[src/rtl/div_frec_pkg.sv]
// Shared state encoding and default sizing for the
// programmable frequency divider controller.
package div_frec_pkg;

    localparam int DIV_WIDTH   = 9;
    localparam int DIV_DEFAULT = 499;

    typedef enum logic [1:0] {
        IDLE = 2'd0,
        RUN  = 2'd1,
        PEND = 2'd2
    } state_e;

endpackage

[src/rtl/div_frec_if.sv]
// Divisor configuration handshake: valid/ready transfer
// plus a one-cycle error strobe for rejected values.
interface div_frec_if #(
    parameter int WIDTH = div_frec_pkg::DIV_WIDTH
);

    logic             Cfg_Valid;
    logic [WIDTH-1:0] Cfg_Div;
    logic             Cfg_Ready;
    logic             Cfg_Err;

    modport master (
        output Cfg_Valid,
        output Cfg_Div,
        input  Cfg_Ready,
        input  Cfg_Err
    );

    modport slave (
        input  Cfg_Valid,
        input  Cfg_Div,
        output Cfg_Ready,
        output Cfg_Err
    );

endinterface

[src/rtl/div_frec_core.sv]
// Divide counter: counts 0..div, toggles divclk and
// strobes tick at each terminal count.
module div_frec_core
    import div_frec_pkg::*;
#(
    parameter int WIDTH = DIV_WIDTH
) (
    input  logic             clk,
    input  logic             rst_n,
    input  logic             en,
    input  logic             clr,
    input  logic [WIDTH-1:0] div,
    output logic             term,
    output logic             divclk,
    output logic             tick
);

    logic [WIDTH-1:0] q_q, q_d;
    logic             divclk_q, divclk_d;
    logic             tick_q, tick_d;

    assign term   = en && (q_q == div);
    assign divclk = divclk_q;
    assign tick   = tick_q;

    always_comb begin
        q_d      = q_q;
        divclk_d = divclk_q;
        tick_d   = 1'b0;
        // clear beats terminal count so a stop never ticks
        if (clr) begin
            q_d      = '0;
            divclk_d = 1'b0;
        end else if (term) begin
            q_d      = '0;
            divclk_d = ~divclk_q;
            tick_d   = 1'b1;
        end else if (en) begin
            q_d = q_q + 1'b1;
        end
    end

    always_ff @(posedge clk or negedge rst_n) begin
        if (!rst_n) begin
            q_q      <= '0;
            divclk_q <= 1'b0;
            tick_q   <= 1'b0;
        end else begin
            q_q      <= q_d;
            divclk_q <= divclk_d;
            tick_q   <= tick_d;
        end
    end

endmodule

[src/rtl/div_frec_ctrl.sv]
// Run/stop FSM and divisor front-end; divisor changes made
// while running wait for the next terminal count.
module div_frec_ctrl
    import div_frec_pkg::*;
#(
    parameter int WIDTH       = DIV_WIDTH,
    parameter int DEFAULT_DIV = DIV_DEFAULT
) (
    input  logic       CLK,
    input  logic       Reset,
    input  logic       Start,
    input  logic       Stop,
    div_frec_if.slave  cfg,
    output logic       DivCLK,
    output logic       Tick,
    output logic       Busy
);

    state_e           state_q, state_d;
    logic [WIDTH-1:0] div_q, div_d;
    logic [WIDTH-1:0] pend_q, pend_d;
    logic             ready_q, ready_d;
    logic             err_q, err_d;
    logic             busy_q, busy_d;
    logic             xfer, ok, clr, term;

    assign xfer = cfg.Cfg_Valid && ready_q;
    assign ok   = xfer && (cfg.Cfg_Div != '0);
    assign clr  = Stop && busy_q;

    assign cfg.Cfg_Ready = ready_q;
    assign cfg.Cfg_Err   = err_q;
    assign Busy          = busy_q;

    always_comb begin
        state_d = state_q;
        div_d   = div_q;
        pend_d  = pend_q;
        ready_d = ready_q;
        err_d   = xfer && (cfg.Cfg_Div == '0);
        case (state_q)
            IDLE: begin
                if (ok) div_d = cfg.Cfg_Div;
                if (Start && !Stop) state_d = RUN;
            end
            RUN: begin
                if (Stop) begin
                    state_d = IDLE;
                    if (ok) div_d = cfg.Cfg_Div;
                end else if (ok) begin
                    pend_d  = cfg.Cfg_Div;
                    ready_d = 1'b0;
                    state_d = PEND;
                end
            end
            PEND: begin
                if (Stop || term) begin
                    div_d   = pend_q;
                    ready_d = 1'b1;
                    state_d = Stop ? IDLE : RUN;
                end
            end
            default: begin
                state_d = IDLE;
                ready_d = 1'b1;
            end
        endcase
        busy_d = (state_d != IDLE);
    end

    always_ff @(posedge CLK or negedge Reset) begin
        if (!Reset) begin
            state_q <= IDLE;
            div_q   <= WIDTH'(DEFAULT_DIV);
            pend_q  <= '0;
            ready_q <= 1'b1;
            err_q   <= 1'b0;
            busy_q  <= 1'b0;
        end else begin
            state_q <= state_d;
            div_q   <= div_d;
            pend_q  <= pend_d;
            ready_q <= ready_d;
            err_q   <= err_d;
            busy_q  <= busy_d;
        end
    end

    div_frec_core #(
        .WIDTH (WIDTH)
    ) u_core (
        .clk    (CLK),
        .rst_n  (Reset),
        .en     (busy_q),
        .clr    (clr),
        .div    (div_q),
        .term   (term),
        .divclk (DivCLK),
        .tick   (Tick)
    );

endmodule

[src/flat_wrapper.sv]
// flat-port wrapper written by rule: the top's interface ports become plain ports
module div_frec_ctrl_flat import div_frec_pkg::*;
#(
    parameter int WIDTH       = DIV_WIDTH,
    parameter int DEFAULT_DIV = DIV_DEFAULT
)
  (CLK, Reset, Start, Stop, DivCLK, Tick, Busy, cfg_Cfg_Valid, cfg_Cfg_Div, cfg_Cfg_Ready, cfg_Cfg_Err);
  div_frec_if #(.WIDTH(WIDTH)) cfg_i ();
  input  logic CLK;
  input  logic Reset;
  input  logic Start;
  input  logic Stop;
  output logic DivCLK;
  output logic Tick;
  output logic Busy;
  input wire logic [$bits(cfg_i.Cfg_Valid)-1:0] cfg_Cfg_Valid;
  input wire logic [$bits(cfg_i.Cfg_Div)-1:0] cfg_Cfg_Div;
  output wire logic [$bits(cfg_i.Cfg_Ready)-1:0] cfg_Cfg_Ready;
  output wire logic [$bits(cfg_i.Cfg_Err)-1:0] cfg_Cfg_Err;
  assign cfg_i.Cfg_Valid = cfg_Cfg_Valid;
  assign cfg_i.Cfg_Div = cfg_Cfg_Div;
  assign cfg_Cfg_Ready = cfg_i.Cfg_Ready;
  assign cfg_Cfg_Err = cfg_i.Cfg_Err;
  div_frec_ctrl #(.WIDTH(WIDTH), .DEFAULT_DIV(DEFAULT_DIV)) u_core (.CLK(CLK), .Reset(Reset), .Start(Start), .Stop(Stop), .cfg(cfg_i), .DivCLK(DivCLK), .Tick(Tick), .Busy(Busy));
endmodule
[config.mk]
export PLATFORM = sky130hd
export DESIGN_NAME = div_frec_ctrl_flat
export DESIGN_NICKNAME = d
export VERILOG_FILES = /design/src/rtl/div_frec_pkg.sv /design/src/rtl/div_frec_if.sv /design/src/rtl/div_frec_core.sv /design/src/rtl/div_frec_ctrl.sv /design/src/flat_wrapper.sv
export SDC_FILE = /design/constraint.sdc
export NUM_CORES = 1
export LEC_CHECK = 0
export CAP_MARGIN = 20
export CORE_MARGIN = 5
export CORE_UTILIZATION = 55
export DETAILED_ROUTE_END_ITERATION = 8
export PLACE_DENSITY = 0.78
export SLEW_MARGIN = 20
export SYNTH_ARGS = -nofsm -noshare
export SYNTH_HDL_FRONTEND = slang
export SYNTH_SLANG_ARGS = --single-unit
[constraint.sdc]
create_clock -name CLK -period 3.5 [get_ports CLK]
set_input_delay 0.35 -clock CLK [delete_from_list [all_inputs] [get_ports CLK]]
set_output_delay 0.35 -clock CLK [all_outputs]
set_load 0.1 [all_outputs]
Word-level counts from Yosys, hierarchy flattened
Cells that the tools add are included.

operators by class
  reductions and logical operators = 18
  muxes and demuxes = 21
  eq/ne operators = 7
  add/subtract/negate cells = 1
  bitwise logic cells = 3

operators with widths
  operator               number
  $mux W9                6
  $pmux W9 S3            1
  $add A9 B1 Y9 const B  1
  $eq A9 B9 Y1           1
  $logic_not A9 Y1       1
  $reduce_bool A9 Y1     1
  $mux W1                8
  $mux W2                4
  $logic_and A1 B1 Y1    6
  $pmux W2 S3            1
  $reduce_and A3 Y1      2
  $reduce_bool A3 Y1     2
  $ne A2 B1 Y1 const B   2
  $ne A2 B2 Y1 const B   2
  $reduce_and A4 Y1      1
  $reduce_bool A2 Y1     2
  $not A1 Y1             3
  $pmux W1 S3            1
  $eq A2 B1 Y1 const B   1
  $eq A2 B2 Y1 const B   1
  $logic_not A2 Y1       1
  $logic_not A1 Y1       1
  $logic_or A1 B1 Y1     1

storage, ports and cells
  word-level logic and storage cells = 59
  register bits = 34

Longest topological paths before layout
Gate-level depths: netlist of run 1.

  depth after elaboration = 6
  depth in mapped cells = 6
  mapped depth without buffers = 6

Modules after synthesis
Synthesis of run 1 repeated with hierarchy kept, for this count alone.

unflattened totals
  cells, all modules = 164
  area total of the unflattened synthesis = 1800.5 sq um

modules (own cells, without submodules)
  module         sequential area each (sq um)  times used  cells each  area each (sq um)
  div_frec_ctrl  585.6                         1           101         1096.1
  div_frec_core  275.3                         1           63          704.4

Worst setup path before layout of run 1
OpenSTA, ideal clock, no wires.

  path type = register to register
  start point = reg u_core.busy_q (netlist: u_core.Busy)
  end point = reg u_core.div_q[2]
  stages on the path, launching flop included = 5
  data required time = 3.375 ns
  buffers on the path = 1
  slack = 1.310 ns
  data arrival time = 2.066 ns
  cell sequence = dfrtp_1 -> buf_2 -> nand4_2 -> a21oi_4 -> mux2_2

between the ends
  cells in the longest elaborated chain, start to end = 4

ends and longest elaborated chain
  element                             RTL line             RTL
  from (decl)                         div_frec_ctrl.sv:24  logic busy_q, busy_d;
  from (signal assigned)              div_frec_ctrl.sv:85  busy_q <= busy_d;
  $logic_and A1 B1 Y1                 div_frec_core.sv:22  assign term = en && (q_q == div);
  $logic_or A1 B1 Y1                  div_frec_ctrl.sv:57  if (Stop || term) begin
  $ne A2 B1 Y1 (no source line)       n/a
  $reduce_and A3 Y1 (no source line)  n/a
  to (signal assigned)                div_frec_ctrl.sv:74  div_q <= WIDTH'(DEFAULT_DIV);
  to (signal assigned)                div_frec_ctrl.sv:81  div_q <= div_d;
  to (decl)                           div_frec_ctrl.sv:20  logic [WIDTH-1:0] div_q, div_d;

Every way passes these cells.
A chain may end at the register's enable or synchronous reset.

Worst setup path after layout of run 1
  start point = reg u_core.busy_q (netlist: u_core.Busy)
  end point = out Busy

RTL lines
  element    RTL line            RTL
  to (decl)  flat_wrapper.sv:15  output logic Busy;

No word-level cell between the ends.

==> metrics.txt, run 1 <==
minimum clock period=2500 ps; hold_buf cts=0; setup violators final=0; Min-Delay Path Class=primary input to asynchronous set/reset pin; pin count of the biggest net entering global routing=35; Root Driver=clkbuf_4; H-tree levels=2; Die Height=64.74 µm; average wire per standard cell=15.95 µm; layout cells sized above 1=30.00%; number of global-route vias before repair=1174; Fin Hold WS=390.6 ps; CTS tree=yes; skew final=around 7.1 ps; clk_lat worst skew=between 300 and 400 ps; Clock transition at path regs=roughly 100 ps; via count=approximately 1.1k; Chip Width=64.74 µm; number of port buffers=18; Fill cells=213; Reg2Reg Setup Slack=1390 ps; Via density=a little under 6; Cell Pwr Density=roughly 430 nW/µm²; Crit path max-delay family=buffers and inverters; RePlAce Congestion=0.7974; CP Class=flip-flop to output pin; Pleak=0.8588 nW; Post-route DRC=0; Peak VDD IR=0.2305 mV; crit path DAT=about 2200 ps; Final Hold Viols=0; most frequent cells in the layout=mux2_2, dfrtp_1, clkdlybuf4s50_1; Syn. warnings=0; sequential fraction of the synthesis area=52.24%; slew at the pin closest to its max-slew limit=967.1 ps; Worst R2R Start=u_core.div_q[5]; Clock Sinks=34; Pwr Total=0.0008346 W; Worst R2R End=u_core.div_q[3]; Row Count=19; Critical-path top delay cell=clkdlybuf4s50_1; GR Util All Layers=about 17%; DR iter-0 viols=71; Antenna Nets Post-Route=0; final worst-path cycle share=71.43%; Fin Setup TNS=0 ps; Fmax=400.0 MHz; Setup Buffers After CTS=0; post-synth cell types=27; ant diodes=0; drt pass-1 iters=4; GR Overflow Total=0; Post-CTS Resized=0; max-slew violations=0; CP Data Required Time=3150 ps; crit start category=flip-flop; Max clock buf depth=2; die area=4191 µm²; mapped cell area=1648 µm²; max_cap viols=0; Top Ports=19; Syn-to-layout area delta=17.62%; cts bufs inserted=5; crit-path cells=clkdlybuf4s50_1; first-pass GRT wire length=5278 µm; final wirelength=about 3000 µm; Crit path buffers/inverters=1; flops & latches, synth=34; Post-Syn Instances=136; Register-to-Register Path Depth=5; status=finished, final reports clean; fin nets=174; Syn Area/Cell=12.12 µm²; dpl hpwl=2232 µm; Initial Util=58.74%; most common cell after layout, fill and taps aside=mux2_2; Slew headroom=35.32%; RSZ-0062 raised after global routing=false; Core Area=2805 µm²; Worst path max stage delay=1210 ps; Synth Net Count=roughly 150; initial antenna violation count=0; Critical Path Fanout Max=11; Worst Setup End Kind=output pin
-- final cells by class --
cell class | instances | area (µm²) | share of cell area (%)
clock buffers | 8 | 78.83 | 4.067
flip-flops and latches | 34 | 860.8 | 44.42
repair buffers | 19 | 187.7 | 9.684
well taps | 31 | 38.79 | 2.001
multi-input cells | 97 | 764.5 | 39.44
inverters | 2 | 7.507 | 0.3873
-- metrics by stage --
step	cell area, µm²	utilization (%)	setup slack [ps]	std cells
detailed placement	1859	66.28	1203	183
finish	1938	69.09	999.9	191
floorplan	1648	-	1310	136
CTS	1938	69.09	987.6	191
global route	1938	69.09	945.0	191
global placement	1859	66.28	1257	183
-- registers in the layout, summed over array words and instances (netlist names) --
name                  flops
u_core.Busy               1
u_core.cfg.Cfg_Err        1
u_core.cfg.Cfg_Ready      1
u_core.div_q              9
u_core.pend_q             9
u_core.state_q            2
u_core.u_core.divclk      1
u_core.u_core.q_q         9
u_core.u_core.tick        1
-- where the power goes --
| part | total, W | internal [W] | switching (W) |
|---|---|---|---|
| combinational | 0.000110 | 0.0000552 | 0.0000551 |
| sequential | 0.000455 | 0.000419 | 0.0000352 |
| clock | 0.000270 | 0.000137 | 0.000133 |
| total | 0.000835 | 0.000612 | 0.000223 |
-- worst max path at each step --
| stage | start | end | slack, ps | cells past startpoint |
|---|---|---|---|---|
| floorplan | u_core.Busy | u_core.div_q[2] | 1310 | 4 |
| global placement | cfg_Cfg_Div[2] | u_core.pend_q[4] | 1260 | 5 |
| detailed placement | cfg_Cfg_Div[2] | u_core.pend_q[8] | 1200 | 5 |
| CTS | u_core.Busy | Busy | 990 | 1 |
| global route | u_core.Busy | Busy | 950 | 1 |
| finish | u_core.Busy | Busy | 1000 | 1 |
-- cells in the mapped netlist --
master	instances	share of area (%)
nand4_2	1	0.76
a22o_1	1	0.53
nor2b_1	1	0.38
a32oi_1	1	0.53
nand4_1	2	0.76
nand3_1	3	0.91
dfrtp_1	26	39
dfstp_2	8	13
and3_1	3	1.1
inv_1	2	0.46
xor2_1	12	6.4
nor4b_1	1	0.53
buf_2	3	0.91
nor2_1	13	3.0
nor4_2	2	1.5
nor3_1	2	0.61
a21oi_1	3	0.91
ha_1	1	0.76
o21ai_0	2	0.61
mux2_2	27	18
a211oi_1	1	0.46
and2_1	1	0.38
mux2i_1	1	0.61
xnor2_1	6	3.2
nand2_1	10	2.3
a21oi_4	1	0.99
nor4_1	2	0.76
-- cell families after synthesis --
kind of cell / after synthesis / synth area share (%)
buf+inv: 5 / 1.367
flops: 34 / 52.24
compound gates: 9 / 4.025
xor+xnor: 18 / 9.567
simple gates: 41 / 12.98
mux: 28 / 19.06
fa+ha+maj: 1 / 0.7592
-- routing by layer --
metal  GRT usage [%]  vias up  wire length [µm]
met5               0        -                 0
met3           4.491        8               160
met2           28.10       36              1513
met4           11.08        0                92
li1                -      523                 -
met1           18.92      544              1281
No activity file was read; power rests on OpenSTA's default activity.
==> run 2: changes to the inputs <==
- CORE_UTILIZATION: 55 -> 49
- PLACE_DENSITY: 0.78 -> 0.74
- clock period: 3.5 -> 2.06 ns (I/O delays scaled with it)
==> run 2 against run 1 <==
Final area is 1.2% higher. Largest power group unchanged. First-iteration DRC count is 17% lower. Sequential power is 70% higher. Clock power is 30% higher. Highest routed layer unchanged.
==> metrics.txt, run 2 (same netlist as run 1, synthesis figures left out) <==
Clock transition at path regs=110 ps (was 100 ps); slew at the pin closest to its max-slew limit=409.2 ps (was 967.1 ps); Critical-path top delay cell=dfstp_2 (was clkdlybuf4s50_1); crit-path cells=xor2_1 > nor4_2 > nand4_2 > a21oi_4 > mux2_2 (was clkdlybuf4s50_1); DR iter-0 viols=59 (was 71); GR Util All Layers=15.01% (was 16.84%); Syn-to-layout area delta=19.06% (was 17.62%); Critical Path Fanout Max=5 (was 11); ant diodes=0 (unchanged); Fill cells=270 (was 213); Clock Sinks=34 (unchanged); first-pass GRT wire length=5085 µm (was 5278 µm); drt pass-1 iters=4 (unchanged); status=finished, final reports clean (unchanged); skew final=13.55 ps (was 7.145 ps); die area=4623 µm² (was 4191 µm²); most common cell after layout, fill and taps aside=mux2_2 (unchanged); Initial Util=50.17% (was 58.74%); pin count of the biggest net entering global routing=35 (unchanged); Worst Setup End Kind=flip-flop (was output pin); fin nets=180 (was 174); Peak VDD IR=0.5155 mV (was 0.2305 mV); Setup Buffers After CTS=0 (unchanged); GR Overflow Total=0 (unchanged); most frequent cells in the layout=mux2_2, dfrtp_1, nor2_1, clkdlybuf4s50_1, xor2_1 (was mux2_2, dfrtp_1, clkdlybuf4s50_1); sequential cell area=862.1 µm² (was 860.8 µm²); max-slew violations=0 (unchanged); CTS tree=yes (unchanged); Worst path max stage delay=550 ps (was 1210 ps); Chip Width=67.99 µm (was 64.74 µm); crit path DAT=2100 ps (was 2150 ps); Slew headroom=72.72% (was 35.32%); dpl hpwl=2142 µm (was 2232 µm); Core Area=3284 µm² (was 2805 µm²); Via density=5.222 (was 5.817); H-tree levels=2 (unchanged); Root Driver=clkbuf_4 (unchanged); Min-Delay Path Class=primary input to asynchronous set/reset pin (unchanged); Pleak=0.8741 nW (was 0.8588 nW); Antenna Nets Post-Route=0 (unchanged); RePlAce Congestion=0.8045 (was 0.7974); Max clock buf depth=2 (unchanged); clk_lat worst skew=330 ps (was 350 ps); via count=1107 (was 1111); CP Class=flip-flop to flip-flop (was flip-flop to output pin); biggest regs=u_core.div_q: 9 flops, u_core.pend_q: 9 flops, u_core.u_core.q_q: 9 flops (unchanged); max_cap viols=0 (unchanged); RSZ-0062 raised after global routing=false (unchanged); Fin Hold WS=266.7 ps (was 390.6 ps); Post-route DRC=0 (unchanged); initial antenna violation count=0 (unchanged); Crit path buffers/inverters=0 (was 1); number of global-route vias before repair=1122 (was 1174); Fmax=528.2 MHz; average wire per standard cell=13.90 µm (was 15.95 µm); CP Data Required Time=2270 ps (was 3150 ps); final wirelength=2946 µm (was 3047 µm); Row Count=21 (was 19); Cell Pwr Density=667.4 nW/µm² (was 430.6 nW/µm²); Post-CTS Resized=0 (unchanged); layout cells sized above 1=34.34% (was 30.00%); Crit path max-delay family=flip-flops (was buffers and inverters); hold_buf cts=0 (unchanged); minimum clock period=roughly 1900 ps; number of port buffers=18 (unchanged); setup violators final=0 (unchanged); Final Hold Viols=0 (unchanged); multi-input logic area=773.2 µm² (was 764.5 µm²); Fin Setup TNS=0 ps (unchanged); Util after Layout=59.73% (was 69.09%); crit start category=flip-flop (unchanged); Die Height=67.99 µm (was 64.74 µm); Top Ports=19 (unchanged); cts bufs inserted=5 (unchanged); final worst-path cycle share=91.90%; Pwr Total=0.001309 W (was 0.0008346 W)
-- run 2: cell count changes in the layout (fill, tap and decap cells not counted), sizes merged --
cell           before  now
a21oi               4    5
clkdlybuf4s50      18   13
buf                 1   11
-- run 2: final cells by class --
type	instances	share of cell area, %
inverter	2	0.3827
sequential	34	43.94
multi-input combinational	98	39.41
tap	46	2.934
clock buffer	8	2.487
timing repair buffer	24	10.84
-- run 2: final timing paths --
| path | from | end | slack, ps | cells after the start |
|---|---|---|---|---|
| setup reg to reg | u_core.div_q[8] | u_core.div_q[2] | 170 | 5 |
| max in group asynchronous | Reset | u_core.div_q[8] | 1450 | 2 |
| min in group CLK | cfg_Cfg_Valid | u_core.cfg.Cfg_Err | 490 | 3 |
| hold / removal | Reset | u_core.state_q[0] | 270 | 2 |
| hold reg to reg | u_core.pend_q[7] | u_core.pend_q[7] | 510 | 1 |
| setup / recovery | u_core.div_q[8] | u_core.div_q[2] | 170 | 5 |
-- run 2: report_power, final --
part	total (W)	internal (W)	switching (W)
Sequential	0.000772	0.000713	0.0000592
Combinational	0.000185	0.0000935	0.0000916
Clock	0.000352	0.000136	0.000216
Total	0.00131	0.000942	0.000367
-- run 2: stage by stage --
| step | area, µm² | cells | worst slack (ps) |
|---|---|---|---|
| 2_1_floorplan | 1649 | 136 | 34.45 |
| 3_3_place_gp | 1904 | 203 | 104.9 |
| 3_5_place_dp | 1904 | 203 | 98.64 |
| 4_1_cts | 1953 | 211 | 78.74 |
| 5_1_grt | 1962 | 212 | 24.12 |
| 6_report | 1962 | 212 | 166.9 |
-- run 2: metal layers --
layer  global-route usage [%]  share of wire (%)
met4                    9.926                3.1
met5                        0                  0
met1                    18.94                 46
met3                    3.284                4.2
met2                    22.98                 47
==> run 3: changes to the inputs <==
- CORE_UTILIZATION: 49 -> 52
- CTS_BUF_LIST: default -> sky130_fd_sc_hd__clkbuf_8
- PLACE_DENSITY: 0.74 -> 0.78
- SLEW_MARGIN: 20 -> default
==> run 3 against run 2 <==
Hold slack improved by 49 ps. Clock power increased by 42%. First-iteration DRC count increased by 15%. Non-clock buffer count is 4 higher. Final area grew 3.1%. Critical path type unchanged. Setup slack barely moved.
==> metrics.txt, run 3 (same netlist as run 1, synthesis figures left out) <==
CTS tree=yes (unchanged); Row Count=20 (was 21); max_cap viols=0 (unchanged); Clock Sinks=34 (unchanged); Core Area=3053 µm² (was 3284 µm²); Fmax=528.2 MHz (about the same); Antenna Nets Post-Route=0 (unchanged); max-slew violations=0 (unchanged); Pwr Total=0.001475 W (was 0.001309 W); Register-to-Register Path Depth=5 (unchanged); CP Data Required Time=2240 ps (was 2270 ps); final worst-path cycle share=91.90% (about the same); Post-route DRC=0 (unchanged); Cell Pwr Density=729.0 nW/µm² (was 667.4 nW/µm²); cts bufs inserted=5 (unchanged); via count=1093 (was 1107); H-tree levels=2 (unchanged); setup violators final=0 (unchanged); M2 GR Usage=28.13% (was 22.98%); slew at the pin closest to its max-slew limit=492.8 ps (was 409.2 ps); Slew headroom=66.84% (was 72.72%); initial antenna violation count=0 (unchanged); Syn-to-layout area delta=22.78% (was 19.06%); dpl hpwl=2277 µm (was 2142 µm); DR iter-0 viols=68 (was 59); pin count of the biggest net entering global routing=35 (unchanged); Critical Path Fanout Max=9 (was 5); GRT busiest layer=met2 (unchanged); M1 GR Usage=20.54% (was 18.94%); die area=4395 µm² (was 4623 µm²); RSZ-0062 raised after global routing=false (unchanged); crit start category=flip-flop (unchanged); GR Overflow Total=0 (unchanged); drt pass-1 iters=4 (unchanged); CP Class=flip-flop to flip-flop (unchanged); Die Height=66.30 µm (was 67.99 µm); Worst R2R Start=u_core.div_q[5] (was u_core.div_q[8]); final wirelength=3053 µm (was 2946 µm); Initial Util=53.98% (was 50.17%); fin nets=183 (was 180); status=finished, final reports clean (unchanged); Max clock buf depth=2 (unchanged); most frequent cells in the layout=mux2_2, dfrtp_1, buf_4 (was mux2_2, dfrtp_1, nor2_1, clkdlybuf4s50_1, xor2_1); minimum clock period=1893 ps (about the same); Cells after DPL=205 (was 203); number of global-route vias before repair=1185 (was 1122); GR met3 Demand/Resource=6.122% (was 3.284%); Clock transition at path regs=70 ps (was 110 ps); hold_buf cts=0 (unchanged); Util after Layout=66.27% (was 59.73%); GR Util All Layers=17.12% (was 15.01%); clk_lat worst skew=290 ps (was 330 ps); layout cells sized above 1=36.69% (was 34.34%); Min-Delay Path Class=primary input to asynchronous set/reset pin (unchanged); Fin Hold WS=315.2 ps (was 266.7 ps); Final Hold Viols=0 (unchanged); crit path DAT=2070 ps (was 2100 ps); Fin Setup TNS=0 ps (unchanged); Chip Width=66.30 µm (was 67.99 µm); first-pass GRT wire length=5575 µm (was 5085 µm); Root Driver=clkbuf_8 (was clkbuf_4); Fill cells=258 (was 270); biggest regs=u_core.div_q: 9 flops, u_core.pend_q: 9 flops, u_core.u_core.q_q: 9 flops (unchanged); Critical path origin=u_core.div_q[5] (was u_core.div_q[8]); Top Ports=19 (unchanged); Peak VDD IR=0.5631 mV (was 0.5155 mV); average wire per standard cell=14.33 µm (was 13.90 µm); ant diodes=0 (unchanged); Pleak=0.9170 nW (was 0.8741 nW); Post-CTS Resized=0 (unchanged); number of port buffers=18 (unchanged); most common cell after layout, fill and taps aside=mux2_2 (unchanged); Setup Buffers After CTS=0 (unchanged); Non-Filler Instances=213 (was 212); Via density=5.131 (was 5.222); RePlAce Congestion=0.8466 (was 0.8045); Worst Setup End Kind=flip-flop (unchanged); skew final=6.970 ps (was 13.55 ps)
## run 3: cell count changes in the layout (fill, tap and decap cells not counted), moves of 3 or more
| cell | delta |
|---|---|
| buf_4 | +4 |
| clkbuf_4 | -5 |
| clkbuf_1 | -3 |
| clkbuf_8 | +6 |
## run 3: path summary, 6_finish.rpt
kind	end	slack, ps
min in group CLK	u_core.pend_q[7]	510
max in group asynchronous	u_core.div_q[4]	1400
hold / removal	u_core.cfg.Cfg_Err	320
hold reg to reg	u_core.pend_q[7]	510
setup reg to reg	u_core.div_q[3]	170
setup / recovery	u_core.div_q[3]	170
## run 3: area by class of cell
type                    count  area (µm²)  share of cell area (%)
multi-input cells          97       764.5                   37.79
inverters                   2       7.507                  0.3711
repair buffers             28       242.7                   12.00
clock inverters             2       8.758                  0.4329
clock buffers               6       82.58                   4.082
flip-flops and latches     34       862.1                   42.61
well taps                  44       55.05                   2.721
## run 3: worst max-delay path, cell delays in order (launching register included)
cell     delay (ps)
dfstp_2         540
xor2_1           70
nor4_2          310
nand4_2         180
a21oi_4         310
mux2_2          370
## run 3: through the flow
step / area (µm²) / worst slack (ps)
final: 2023 / 166.8
after global routing: 2023 / 57.40
after floorplan: 1649 / 34.45
after global placement: 1932 / 51.51
after CTS: 2023 / 138.3
after detailed placement: 1932 / -14.34
## run 3: layer usage
metal  vias up  share of wire (%)  wire, µm
li1        539                  -         -
met1       522                 44      1356
met2        25                 48      1474
met3         7                5.6       172
met4         0                1.6        49
met5         -                  0         0
## run 3: power breakdown
group	leakage [nW]	switching, W	internal [W]
Sequential	0.435	0.0000513	0.000714
Combinational	0.430	0.000104	0.000108
Clock	0.0524	0.000234	0.000264
Total	0.917	0.000389	0.00109
==> edit 1 (config.mk and constraints of run 3) <==
Set the package constant `DIV_WIDTH` to 18 (it was 9).
--- a/src/rtl/div_frec_pkg.sv
+++ b/src/rtl/div_frec_pkg.sv
@@ -3,5 +3,5 @@
 package div_frec_pkg;
 
-    localparam int DIV_WIDTH   = 9;
+    localparam int DIV_WIDTH   = 18;
     localparam int DIV_DEFAULT = 499;
 
Interface: changed (resized cfg_Cfg_Div); port bits go from 19 to 28. No check against the original RTL was run, so the function may have changed too.
==> edit 1 against run 3 <==
The run now ends with negative setup slack left. Core utilization increased by 6.0 points. Design area up 110%. Clock power grew 140%. Largest cell class is now multi-input combinational cells. Worst hold slack got worse by 81 ps. Worst setup slack worse by 420 ps. Power is 110% higher. Maximum frequency is 18% lower. Largest power group unchanged. Sequential power up 70%. Non-clock buffer count up 56. Critical endpoint unchanged. Sequential cell count increased by 27. Critical path depth increased by 2. Highest routed layer unchanged. Synthesized area grew 91%. Global-route usage rose by 5.5 points. Wire length increased to 2.5 times the old value.
==> edit 1: results <==
[worst_setup_path]
critical_path.startpoint = "u_core.div_q[6]$_DFFE_PN1P_"
r2r_cells = 7
cp.arrival_ps = 2540

[power]
leakage_nw = 1.929
power.share.combinational = 0.194
p_seq_mw = 1.30
netSwitchingPower_mw = 0.9157
power_mw = 3.113
irDropWorstVdd_mv = 0.5852

[grt]
grt_pass1_vias = 2574
grt_use_met1 = 0.2787
use_met2 = 0.3815
grt_usage = 0.2259
grt_max_degree = 42
grt_first_pass_wirelength_um = 12900
grt.met3_usage = 0.05550

[clocking]
insertion_delay_ps = 350
htree_num_levels = 3
cts_buffers = 9

[logic_synthesis]
yosysSeqAreaShare = 0.4892
synth_ff_type = "dfrtp_1"
synth_cell_types = 37
async_flop_share = 1.000
synth_fp_nets = 283
yosys-top-cells-count = "53 x dfrtp_1, 36 x mux2_2, 25 x nor2_1"
synthCells = 259
synth_compound_area_frac = 0.02590
synthXorXnorAreaFrac = 0.09203
muxShareOfSynthArea = 0.2231
synthTopCellsByArea = "dfrtp_1 42%, mux2_2 13%, mux2_4 9.1%, dfstp_2 6.7%, xnor2_1 6.1%"
synthAdderAreaFrac = 0.003984

[sta]
hold_slack_ps = 234.4
setup_tns_ps = -4044
skew_ps = 16.49
worst_slack_ps = -256.3
setup_violations = 18
worst_pin_slew_ps = 509.6

[routing]
drt_iter0_drc = 163
vias = 2318
wl_um = 7771
wl_per_cell_um = 18.46

[final_layout]
drive_above_1_share = 0.4624
reg.largest.list = "u_core.div_q (18), u_core.pend_q (18), u_core.u_core.q_q (18)"
n_fill_cell = 384
layout.nets = 365

[place]
gp_congestion = 0.8642
placed_area_mm2 = 0.003814
hpwl_um = 4958
dp.cells = 397
place.port_buffers = 27
pre_cts_slack_ps = -483.3

[status]
violations = "negative setup slack"
outcome = "finished with violations"

[worst_hold_path]
holdPathEnd = "u_core.pend_q[3]$_DFFE_PN0P_"
min_path_type = "input port to flip-flop"
edit 1: layout make-up:
class / count / area [um^2] / area share
inverters: 2 / 7.507 / 0.001766
clock inverters: 7 / 98.84 / 0.02325
well taps: 75 / 93.84 / 0.02207
clock buffers: 9 / 123.9 / 0.02913
multi-input cells: 183 / 1632 / 0.3838
flip-flops and latches: 61 / 1544 / 0.3632
repair buffers: 84 / 752.0 / 0.1769
edit 1: routing by layer:
metal | share of wire | vias to the layer above
met4 | 0.025 | 0
met2 | 0.50 | 48
met3 | 0.039 | 19
li1 | - | 1085
met1 | 0.43 | 1166
met5 | 0 | -
edit 1: repair_timing:
item / in CTS / in global routing
cloned: 3 / 1
setup buffers: 7 / 1
endpoints found under the setup margin: 36 / 52
endpoints found under the hold margin: 19 / 0
hold buffers: 1 / 0
pin swaps: 13 / 10
gates resized for setup: 31 / 13
edit 1: worst max-delay path by stage:
stage | end | slack [ps] | cells past startpoint
3_5_place_dp | u_core.div_q[2]$_DFFE_PN0P_ | -480 | 6
4_1_cts | u_core.div_q[3]$_DFFE_PN0P_ | -130 | 8
5_1_grt | u_core.div_q[3]$_DFFE_PN0P_ | -300 | 7
3_3_place_gp | u_core.div_q[10]$_DFFE_PN0P_ | -460 | 6
6_report | u_core.div_q[3]$_DFFE_PN0P_ | -260 | 7
2_1_floorplan | u_core.div_q[17]$_DFFE_PN0P_ | -100 | 7
edit 1: critical path, cell delays in order (launching register included):
cell and delay, ps:
dfstp_2 580, xnor2_2 140, nand4_1 150, nor4_1 330, nand4_1 250, a21oi_4 240, buf_6 200, mux2_4 310
==> edit 2 (config.mk and constraints of run 3) <==
Made on the original files. Make the reset (`Reset` and `rst_n`) synchronous in 2 clocked blocks.
--- a/src/rtl/div_frec_core.sv
+++ b/src/rtl/div_frec_core.sv
@@ -41,5 +41,5 @@
     end
 
-    always_ff @(posedge clk or negedge rst_n) begin
+    always_ff @(posedge clk) begin
         if (!rst_n) begin
             q_q      <= '0;
--- a/src/rtl/div_frec_ctrl.sv
+++ b/src/rtl/div_frec_ctrl.sv
@@ -69,5 +69,5 @@
     end
 
-    always_ff @(posedge CLK or negedge Reset) begin
+    always_ff @(posedge CLK) begin
         if (!Reset) begin
             state_q <= IDLE;
Check against the original RTL: differs if Reset is asserted again (counterexample within 4 cycles, from zero or initial values and one cycle with Reset low); with Reset held inactive, the same outputs for 10 cycles.
==> edit 2 against run 3 <==
Sequential cell count stayed put. Wire length fell by 0.23%. Design area is 8.3% lower. Power shrank 13%. Synthesized area down 4.2%. Combinational power shrank 34%. Worst setup slack better by 67 ps. Final cell count up 5.2%. Via count increased by 12%.
==> edit 2: results <==
[worst_setup_path]
worstSetupEndpoint = "u_core.div_q[2]$_SDFFE_PN0P_"
critical_path.startpoint = "cfg_Cfg_Div[6]"
r2r_cells = 6
r2r-end = "u_core.div_q[2]$_SDFFE_PN0P_"
cp_max_fo = 18
max_stage_delay_ps = 530
r2r_start = "u_core.u_core.q_q[4]$_SDFFE_PP0P_"
crit_slowest_cell = "clkdlybuf4s50_1"
cp.arrival_ps = 2020
r2r_setup_slack_ps = 320

[grt]
grt_usage = 0.1605
grt.met3_usage = 0.04957
grt_pass1_vias = 1215
use_met2 = 0.2656
grt_use_met1 = 0.1981
grt_first_pass_wirelength_um = 5292
grt_max_degree = 21

[logic_synthesis]
synthTopCellsByArea = "dfxtp_1 43%, mux2i_1 12%, xnor2_1 6.7%, nor2_1 6.4%, a21oi_1 3.2%"
synth_cell_types = 32
yosysSeqAreaShare = 0.4311
yosys-top-cells-count = "34 x dfxtp_1, 27 x nor2_1, 19 x mux2i_1"
async_flop_share = 0
synth_fp_nets = 187
synthCells = 172

[power]
leakage_nw = 0.8266
irDropWorstVdd_mv = 0.4331

[place]
place.port_buffers = 18
gp_congestion = 0.7950
hpwl_um = 2259

[clocking]
clk_pin_slew_ps = 60

[final_layout]
final_cells = 224
diodes = 0
drive_above_1_share = 0.1152
n_fill_cell = 260
layout.nets = 206

[routing]
viasPerCell = 5.469
drt_iter0_drc = 96
wl_um = 3046

[worst_hold_path]
holdPathEnd = "u_core.cfg.Cfg_Err$_SDFF_PN0_"
min_path_type = "flip-flop to flip-flop"
hp-start = "u_core.cfg.Cfg_Ready$_SDFFE_PN1P_"

[status]
outcome = "complete, no violations"

[sta]
slew_headroom = 0.6427
skew_ps = 3.835
-- edit 2: changes by cell type after synthesis, sizes merged, moves of 4 or more --
cell,change
nor2,+14
and3,+4
dfstp,-8
buf,+4
a21oi,+6
dfxtp,+34
xnor2,+7
mux2,-27
o21ai,+6
xor2,-7
mux2i,+18
dfrtp,-26
-- edit 2: cell families after synthesis --
kind of cell,synth area share
compound gates,0.1014
xor+xnor,0.1046
fa+ha+maj,0.007923
buf+inv,0.04516
flops,0.4311
mux,0.1204
simple gates,0.1894
-- edit 2: routing by layer --
layer	share of wire	wire, um
met5	0	0
met4	0.012	36
met3	0.039	119
met2	0.48	1455
met1	0.47	1435
-- edit 2: cell type report --
type / count / share of cell area
multi-input cells: 125 / 0.4487
flip-flops and latches: 34 / 0.3684
repair buffers: 22 / 0.1134
clock buffers: 5 / 0.03711
well taps: 33 / 0.02227
inverters: 3 / 0.006073
clock inverters: 2 / 0.004049
-- edit 2: worst max-delay path, delay by kind of cell --
kind	cells	cell delay, ps
simple gates	1	70
buf+inv	1	530
compound gates	4	1210
-- edit 2: power breakdown --
group	switching (mW)	internal, mW
clock	0.219	0.222
combinational	0.0709	0.0685
sequential	0.0183	0.678
-- edit 2: metrics by stage --
step                setup WS [ps]  hold WS (ps)  power [mW]  area [um^2]
floorplan                   219.3         349.9      0.7980         1582
global placement            61.56         474.5      0.8449         1778
detailed placement         -34.26         478.8      0.8505         1778
CTS                         255.1         492.6       1.286         1854
global route                114.8         512.6       1.337         1854
finish                      234.2         489.1       1.277         1854
